<file path="src/rtl/mul_share_arb_pkg.sv">
// +------------------------------------------------------------------------+
// | mul_share_arb_pkg                                                      |
// | Shared types for the multiplier-sharing arbiter.                       |
// | Revision: 1.0                                                          |
// +------------------------------------------------------------------------+
`default_nettype none

package mul_share_arb_pkg;

   typedef enum logic [0:0] {
      ARB    = 1'b0,
      LOCKED = 1'b1
   } arb_state_e;

   // Requester ids are sized for the largest supported requester count.
   localparam int N_MAX = 8;
   localparam int ID_W  = $clog2(N_MAX);

   typedef struct packed {
      logic            valid;
      logic [ID_W-1:0] id;
   } tag_t;

endpackage

`default_nettype wire

</file>
<file path="src/rtl/mul_share_rr_pick.sv">
// +------------------------------------------------------------------------+
// | mul_share_rr_pick                                                      |
// | Combinational rotate-priority picker: search starts at last+1, wraps.  |
// | Revision: 1.0                                                          |
// +------------------------------------------------------------------------+
`default_nettype none

module mul_share_rr_pick
   import mul_share_arb_pkg::*;
#(
   parameter int N = 3
) (
   input  logic [N-1:0]    req,
   input  logic [ID_W-1:0] last,
   output logic [N-1:0]    gnt
);

   // Walk distances from farthest to nearest so the nearest request wins.
   always_comb begin
      gnt = '0;
      for (int k = N; k >= 1; k--) begin
         for (int j = 0; j < N; j++) begin
            if (req[j] && (j == ((int'(last) + k) % N))) begin
               gnt    = '0;
               gnt[j] = 1'b1;
            end
         end
      end
   end

endmodule

`default_nettype wire

</file>
<file path="src/rtl/mul_share_arb.sv">
// +------------------------------------------------------------------------+
// | mul_share_arb                                                          |
// | Round-robin scheduler sharing one W x W multiplier among N requesters, |
// | with tagged, in-order response routing. Optional grant locking is      |
// | enabled by defining MUL_SHARE_ARB_LOCK_EN.                             |
// | Revision: 1.0                                                          |
// +------------------------------------------------------------------------+
`default_nettype none

module mul_share_arb
   import mul_share_arb_pkg::*;
#(
   parameter int W        = 16,
   parameter int N        = 3,
   parameter int MUL_LAT  = 1,
   parameter int LOCK_MAX = 15
) (
   input  logic             clk,
   input  logic             rst,
   input  logic [N-1:0]     req_valid,
   output logic [N-1:0]     req_ready,
   input  logic [N*W-1:0]   req_a,
   input  logic [N*W-1:0]   req_b,
   input  logic [N-1:0]     req_lock,
   output logic [N-1:0]     rsp_valid,
   output logic [2*W:0]     rsp_prod,
   output logic             busy,
   output logic             mul_en,
   output logic [W-1:0]     mul_a,
   output logic [W-1:0]     mul_b,
   input  logic [2*W:0]     mul_prod
);

   localparam int PW = 2*W + 1;

   logic [N-1:0]    pick_gnt;
   logic [N-1:0]    grant;
   logic [N-1:0]    hs;
   logic            hs_any;
   logic [ID_W-1:0] hs_id;
   logic [W-1:0]    op_a;
   logic [W-1:0]    op_b;
   logic            force_rel;

   logic [ID_W-1:0] last_q, last_d;
   logic            mul_en_q, mul_en_d;
   logic [W-1:0]    mul_a_q, mul_a_d;
   logic [W-1:0]    mul_b_q, mul_b_d;
   tag_t            tag_q [MUL_LAT+1];
   tag_t            tag_d [MUL_LAT+1];
   logic [N-1:0]    rsp_valid_q, rsp_valid_d;
   logic [PW-1:0]   rsp_prod_q, rsp_prod_d;

`ifdef MUL_SHARE_ARB_LOCK_EN
   localparam int CNT_W = $clog2(LOCK_MAX + 1);

   arb_state_e      state_q, state_d;
   logic [ID_W-1:0] owner_q, owner_d;
   logic [CNT_W-1:0] lock_cnt_q, lock_cnt_d;
   logic            hs_lock;
   logic            owner_valid;
`else
   logic            unused_lock;
   assign unused_lock = ^{req_lock, (LOCK_MAX != 0)};
`endif

   mul_share_rr_pick #(
      .N (N)
   ) u_pick (
      .req  (req_valid),
      .last (last_q),
      .gnt  (pick_gnt)
   );

   always_comb begin
      grant = pick_gnt;
`ifdef MUL_SHARE_ARB_LOCK_EN
      if (state_q == LOCKED) begin
         for (int i = 0; i < N; i++) begin
            grant[i] = req_valid[i] && (owner_q == ID_W'(i));
         end
      end
`endif
      req_ready = rst ? '0 : grant;
      hs        = req_valid & req_ready;
      hs_any    = |hs;
      hs_id     = '0;
      op_a      = '0;
      op_b      = '0;
      for (int i = 0; i < N; i++) begin
         if (hs[i]) begin
            hs_id = ID_W'(i);
            op_a  = req_a[i*W +: W];
            op_b  = req_b[i*W +: W];
         end
      end
   end

`ifdef MUL_SHARE_ARB_LOCK_EN
   always_comb begin
      hs_lock     = 1'b0;
      owner_valid = 1'b0;
      for (int i = 0; i < N; i++) begin
         if (hs[i]) hs_lock = req_lock[i];
         if (owner_q == ID_W'(i)) owner_valid = req_valid[i];
      end
      state_d    = state_q;
      owner_d    = owner_q;
      lock_cnt_d = lock_cnt_q;
      force_rel  = 1'b0;
      case (state_q)
         ARB: begin
            if (hs_any && hs_lock) begin
               state_d    = LOCKED;
               owner_d    = hs_id;
               lock_cnt_d = '0;
            end
         end
         LOCKED: begin
            // Forced release rotates the pointer past the owner.
            if (lock_cnt_q == CNT_W'(LOCK_MAX)) begin
               state_d   = ARB;
               force_rel = 1'b1;
            end else if (!owner_valid || (hs_any && !hs_lock)) begin
               state_d = ARB;
            end else begin
               lock_cnt_d = lock_cnt_q + 1'b1;
            end
         end
         default: state_d = ARB;
      endcase
   end
`else
   assign force_rel = 1'b0;
`endif

   always_comb begin
      last_d = hs_any ? hs_id : last_q;
`ifdef MUL_SHARE_ARB_LOCK_EN
      if (force_rel) last_d = owner_q;
`endif
      mul_en_d = hs_any;
      mul_a_d  = hs_any ? op_a : mul_a_q;
      mul_b_d  = hs_any ? op_b : mul_b_q;

      tag_d[0].valid = hs_any;
      tag_d[0].id    = hs_id;
      for (int k = 1; k <= MUL_LAT; k++) begin
         tag_d[k] = tag_q[k-1];
      end

      rsp_valid_d = '0;
      rsp_prod_d  = rsp_prod_q;
      if (tag_q[MUL_LAT].valid) begin
         rsp_prod_d = mul_prod;
         for (int i = 0; i < N; i++) begin
            rsp_valid_d[i] = (tag_q[MUL_LAT].id == ID_W'(i));
         end
      end
   end

   always_ff @(posedge clk) begin
      if (rst) begin
         last_q      <= ID_W'(N-1);
         mul_en_q    <= 1'b0;
         mul_a_q     <= '0;
         mul_b_q     <= '0;
         rsp_valid_q <= '0;
         rsp_prod_q  <= '0;
         for (int k = 0; k <= MUL_LAT; k++) begin
            tag_q[k] <= '0;
         end
`ifdef MUL_SHARE_ARB_LOCK_EN
         state_q    <= ARB;
         owner_q    <= '0;
         lock_cnt_q <= '0;
`endif
      end else begin
         last_q      <= last_d;
         mul_en_q    <= mul_en_d;
         mul_a_q     <= mul_a_d;
         mul_b_q     <= mul_b_d;
         rsp_valid_q <= rsp_valid_d;
         rsp_prod_q  <= rsp_prod_d;
         for (int k = 0; k <= MUL_LAT; k++) begin
            tag_q[k] <= tag_d[k];
         end
`ifdef MUL_SHARE_ARB_LOCK_EN
         state_q    <= state_d;
         owner_q    <= owner_d;
         lock_cnt_q <= lock_cnt_d;
`endif
      end
   end

   always_comb begin
      busy = mul_en_q;
      for (int k = 0; k <= MUL_LAT; k++) begin
         busy = busy | tag_q[k].valid;
      end
   end

   assign mul_en    = mul_en_q;
   assign mul_a     = mul_a_q;
   assign mul_b     = mul_b_q;
   assign rsp_valid = rsp_valid_q;
   assign rsp_prod  = rsp_prod_q;

endmodule

`default_nettype wire

</file>
<file path="config.mk">
export PLATFORM = sky130hd
export DESIGN_NAME = mul_share_arb
export DESIGN_NICKNAME = d
export VERILOG_FILES = /design/src/rtl/mul_share_arb_pkg.sv /design/src/rtl/mul_share_rr_pick.sv /design/src/rtl/mul_share_arb.sv
export SDC_FILE = /design/constraint.sdc
export NUM_CORES = 1
export LEC_CHECK = 0
export ABC_AREA = 1
export CAP_MARGIN = 10
export CORE_UTILIZATION = 35
export DETAILED_ROUTE_END_ITERATION = 7
export PLACE_DENSITY = 0.78
export SYNTH_ARGS = -nofsm -noshare
export SYNTH_HDL_FRONTEND = slang
export SYNTH_SLANG_ARGS = --single-unit
export TNS_END_PERCENT = 10
</file>
<file path="constraint.sdc">
create_clock -name clk -period 1.6 [get_ports clk]
set_input_delay 0.32 -clock clk [delete_from_list [all_inputs] [get_ports clk]]
set_output_delay 0.32 -clock clk [all_outputs]
set_load 0.02 [all_outputs]
</file>
==> impl_metrics.ini, run 1 <==
[routing]
viasPerCell = 4.883
top_layer = met4
wl_met3_um = 709
drtIter0Drc = 217
remaining_drc_errors = 0
routed_wl_mm = 12.25
wl_per_cell_um = 14.16
firstDrtPassIters = 4
vias = 4224
wl_met1_mm = 5.271
postRouteAntennaNets = 0
wl_met2_mm = 6.145

[clock_tree]
cts.reportedPaths.clkPinSlew_ps = 80
clk_latency_ps = 340
cts_tree = built
h-tree-depth = 3
post_cts_buffers = 0
clockBufferDepth = 2
cts_made_buffers = 9
cts_root_buf = clkbuf_8
clock_sinks = 76

[cells_and_area]
fin_cells = 865
n_antenna_cell = 0
fillers = 914
final_cell_mix = nor2_1 (135), clkdlybuf4s50_1 (132), dfxtp_1 (74)
syn_to_final_growth_pct = 65.35
mostFrequentLayoutCell = nor2_1
drive_above_1_share_pct = 7.240
fin_nets = 866

[place]
io_buffers = 206
hpwl_mm = 8.407
routabilityCongestion = 0.8308
numPlacedInstances = 848
dp_slack_ps = -672.5

[worst_setup_path]
crit_path_max_fanout = 3
cp.required_ps = 1280
worstSetupPathType = reg -> out
timing.rr.start = last_q[0]$_SDFFE_PP0P_
cp.arrival_ps = 1620
critPathLaunchType = flip-flop
startpoint = last_q[0]$_SDFFE_PP0P_
end_kind = primary output

[logic_synthesis]
synth_compound_area_share_pct = 9.507
synth_top_area_cell = dfxtp_1
synthesis.instances = 532
synth_top_area_share_pct = 41.89
yosys-top-cells-area = dfxtp_1 (42%), nor2_1 (14%), nand3_1 (9.4%)
syn_area_um2 = 3632
seq_area_frac_synth_pct = 41.89
syn_avg_cell_area_um2 = 6.828
synth_top_family_by_area = simple AND/OR/NAND/NOR gates
ys_warn_count = 0
synth-xor-area-share_pct = 0
synth_fa_ha_area_share_pct = 0.6889
synth_cell_types = 22
synth-seq-cells = 76
synth.mux.area_fraction_pct = 0
synthSimpleGateAreaFrac_pct = 36.00
syn-num-nets = 671

[timing]
holdWs_ps = 415.9
finalClockSkew_ps = 8.503
max-slew-margin-rel_pct = 73.73
rsz0062_at_grt = true
hold_viol = 0
setup_viol = 40
worst_slew_pin_slew_ps = 394.0
min_period_over_period_pct = 121.5
fmax_mhz = 514.4
layout_setup_ws_ps = -344.0
period_needed_ps = 1944
slew_violations = 0

[floorplan]
die_x_um = 103.9
row_count = 36
start_util_pct = 36.65
die_height_um = 103.9
pin_count = 210
core_area_um2 = 9910
dieArea_um2 = 10790

[run_status]
status = complete, but fails checks
violations = setup timing

[global_route]
antenna_found_initial = 0
grt_max_degree = 44
grt_use_total_pct = 22.53
grt_first_pass_wirelength_mm = 19.95
grt_pass1_vias = 4190
overflow = 0

[power_and_ir_drop]
total_power_mw = 7.911
power.density_nw_per_um2 = 1317
ir_drop_uv = 785.3
p_leak_nw = 2.998

[min_path]
hp-class = reg -> reg
hold_start = tag_q[0][0]$_SDFF_PP0_

[run]
maxCapViolations = 0
==> sequential cells by signal, indices dropped and copies added (netlist names) <==
register / cells
mul_a: 16
tag_q: 6
last_q: 2
rsp_prod: 33
rsp_valid: 3
mul_b: 16
==> layer usage <==
| metal | GRT usage (%) | vias up |
|---|---|---|
| met5 | 0 | - |
| met4 | 5.204 | 0 |
| met3 | 5.890 | 10 |
| met2 | 40.14 | 146 |
| met1 | 26.96 | 1958 |
| li1 | - | 2110 |
==> area by class of cell <==
class	instances	area (um^2)	area share, %
clock buffer	10	127.6	2.125
tap	133	166.4	2.771
clock inverter	6	112.6	1.875
inverter	50	192.7	3.208
sequential	76	1526	25.42
timing repair buffer	223	2162	36.00
multi-input combinational	367	1718	28.60
==> worst max-delay path, cell delays in order, from the launching register on <==
cell	delay (ps)
dfxtp_4	370
inv_2	40
ha_4	280
nand2_2	60
nand2_1	70
inv_1	40
nand2_1	70
nand2_2	80
nand2_4	70
inv_1	50
buf_4	150
==> through the flow <==
step                cell area, um^2  TNS, ps  util, %
floorplan                      3660        0        -
global route                   6006   -14000    60.61
global placement               5776   -19580    58.28
finish                         6006    -8882    60.61
CTS                            5954   -10390    60.09
detailed placement             5776   -21490    58.28
==> what timing repair did <==
action | CTS | global route
setup endpoints to repair | 107 | 43
gates cloned | 0 | 1
endpoints found under the hold margin | 0 | 0
hold buffers | 0 | 0
pin swaps | 0 | 3
gates resized for setup | 88 | 8
==> report_power, final <==
part | internal, mW | switching (mW)
logic | 1.41 | 2.16
registers | 2.36 | 0.223
clock network | 1.04 | 0.727
total | 4.80 | 3.11
==> cells in the mapped netlist <==
master	number
nor2_1	135
dfxtp_1	76
inv_1	48
a31oi_1	1
buf_2	13
buf_1	2
inv_2	1
buf_6	8
ha_1	2
clkbuf_1	10
nand2_1	54
nand2_2	3
nand4_1	32
nand3_1	68
nand2_4	2
nor3_1	2
and3_1	1
a21oi_2	1
o21ai_0	34
clkinv_1	1
buf_4	6
a21oi_1	32
==> cells by family after synthesis <==
kind of cell / Yosys count
AO/OA/AOI/OAI: 68
buffers and inverters: 89
AND/OR/NAND/NOR: 297
flip-flops: 76
adder cells (fa/ha/maj): 2
==> final timing paths <==
path                                 end  slack, ps  cells past startpoint
setup / recovery            req_ready[1]       -340                     10
hold reg to reg   tag_q[0][4]$_SDFF_PP0_        420                      2
hold / removal    tag_q[0][4]$_SDFF_PP0_        420                      2
setup reg to reg   mul_b[9]$_SDFFE_PP0P_       -260                     11
Power figures use the tool's default switching activity.
==> inputs of run 2 (changes only) <==
Settings changed: CORE_MARGIN from default to 2.
==> impl_metrics.ini, run 2 (synthesized netlist as in run 1, its figures left out) <==
[run_status]
status = complete, but fails checks
violations = setup timing

[clock_tree]
clk_latency_ps = 350
cts.reportedPaths.clkPinSlew_ps = 90
cts_root_buf = clkbuf_8
post_cts_buffers = 0
h-tree-depth = 3
cts_made_buffers = 9
clock_sinks = 76
cts_tree = built
clockBufferDepth = 2

[global_route]
antenna_found_initial = 0
overflow = 0
grt_first_pass_wirelength_mm = 19.29
grt_pass1_vias = 4099
grt_use_total_pct = 20.98
grt_max_degree = 39

[routing]
firstDrtPassIters = 5
wl_met3_um = 780
vias = 4220
wl_met1_mm = 5.000
wl_per_cell_um = 13.70
wl_met2_mm = 5.906
routed_wl_mm = 11.92
remaining_drc_errors = 0
top_layer = met4
postRouteAntennaNets = 0
viasPerCell = 4.851
drtIter0Drc = 223

[floorplan]
start_util_pct = 35.66
die_height_um = 105.9
core_area_um2 = 10180
die_x_um = 105.9
row_count = 37
pin_count = 210
dieArea_um2 = 11210

[cells_and_area]
n_antenna_cell = 0
syn_to_final_growth_pct = 64.62
largest_register_ffs = 33
final_area_um2 = 5979
fillers = 952
seq_area_um2 = 1529
mostFrequentLayoutCell = nor2_1
fin_cells = 870
multiInputGateArea_um2 = 1735
final_cell_mix = nor2_1 (135), clkdlybuf4s50_1 (132), dfxtp_1 (74)
fin_nets = 868
drive_above_1_share_pct = 8.856

[worst_setup_path]
crit_path_end = req_ready[0]
critPathLaunchType = flip-flop
crit_path_max_fanout = 3
timing.rr.start = last_q[0]$_SDFFE_PP0P_
worstSetupPathType = reg -> out
cp.required_ps = 1280
startpoint = last_q[0]$_SDFFE_PP0P_
r2r_end = mul_b[14]$_SDFFE_PP0P_
cp.arrival_ps = 1650
end_kind = primary output
r2r_slack_ps = -290
r2r_cells = 11

[timing]
min_period_over_period_pct = 122.8
max-slew-margin-rel_pct = 73.26
worst_slew_pin_slew_ps = 401.1
setup_tns_ps = -10120
rsz0062_at_grt = true
setup_viol = 38
hold_viol = 0
finalClockSkew_ps = 10.16
holdWs_ps = 409.7
layout_setup_ws_ps = -365.5
period_needed_ps = 1966
slew_violations = 0
fmax_mhz = 508.8

[place]
numPlacedInstances = 854
io_buffers = 206
place_area_um2 = 5794
hpwl_mm = 8.459
dp_slack_ps = -693.9
routabilityCongestion = 0.8678

[power_and_ir_drop]
power.density_nw_per_um2 = 1258
ir_drop_uv = 650.7
p_leak_nw = 2.961

[min_path]
hp-class = reg -> reg

[run]
maxCapViolations = 0
run 2: cell types whose count changed in the layout (fill, tap and decap cells not counted), sizes merged, moves of 2 or more:
cell	before	now
buf	20	22
bufinv	3	0
clkbuf	11	9
clkinvlp	0	2
inv	49	52
run 2: routing by layer:
metal,vias up,GRT usage (%)
li1,2120,-
met1,1921,25.61
met2,156,37.00
met3,23,3.587
met4,0,7.519
met5,-,0
run 2: how the worst min path moves through the flow:
| stage | start | endpoint | slack (ps) | cells past startpoint |
|---|---|---|---|---|
| after floorplan | tag_q[0][0]$_SDFF_PP0_ | tag_q[0][4]$_SDFF_PP0_ | 390 | 2 |
| after global placement | tag_q[0][0]$_SDFF_PP0_ | tag_q[0][4]$_SDFF_PP0_ | 400 | 2 |
| after detailed placement | tag_q[0][4]$_SDFF_PP0_ | rsp_valid[0]$_SDFF_PP0_ | 410 | 1 |
| after CTS | tag_q[0][0]$_SDFF_PP0_ | tag_q[0][4]$_SDFF_PP0_ | 420 | 2 |
| after global routing | tag_q[0][0]$_SDFF_PP0_ | tag_q[0][4]$_SDFF_PP0_ | 440 | 2 |
| final | tag_q[0][0]$_SDFF_PP0_ | tag_q[0][4]$_SDFF_PP0_ | 410 | 2 |
run 2: stage by stage:
step           total power [mW]  utilization [%]
2_1_floorplan             4.777                -
3_3_place_gp              6.286            56.89
3_5_place_dp              6.386            56.89
4_1_cts                   7.474            58.00
5_1_grt                   8.036            58.71
6_report                  7.523            58.71
run 2: area by class of cell:
class | instances | share of cell area [%]
clock inverter | 7 | 0.9625
sequential | 76 | 25.57
clock buffer | 9 | 2.072
timing repair buffer | 225 | 36.30
inverter | 50 | 3.222
tap | 136 | 2.846
multi-input combinational | 367 | 29.02
run 2: power breakdown:
part           internal [mW]  switching (mW)  leakage (nW)
Sequential              2.36           0.220         0.625
Combinational           1.42            2.17          2.25
Clock                  0.585           0.775        0.0881
Total                   4.36            3.16          2.96
run 2: what timing repair did:
| action | in CTS | in global routing |
|---|---|---|
| resized for setup | 90 | 25 |
| hold buffers | 0 | 0 |
| pin swaps | 1 | 8 |
| setup endpoints to repair | 108 | 42 |
run 2: critical path, stage by stage, from the launching register on:
cell	delay, ps
dfxtp_4	380
inv_2	40
ha_4	300
nand2_2	60
inv_2	50
nand2_2	40
nand2_2	70
nand2_2	50
nand2_2	90
nand2_4	60
inv_4	40
buf_6	100
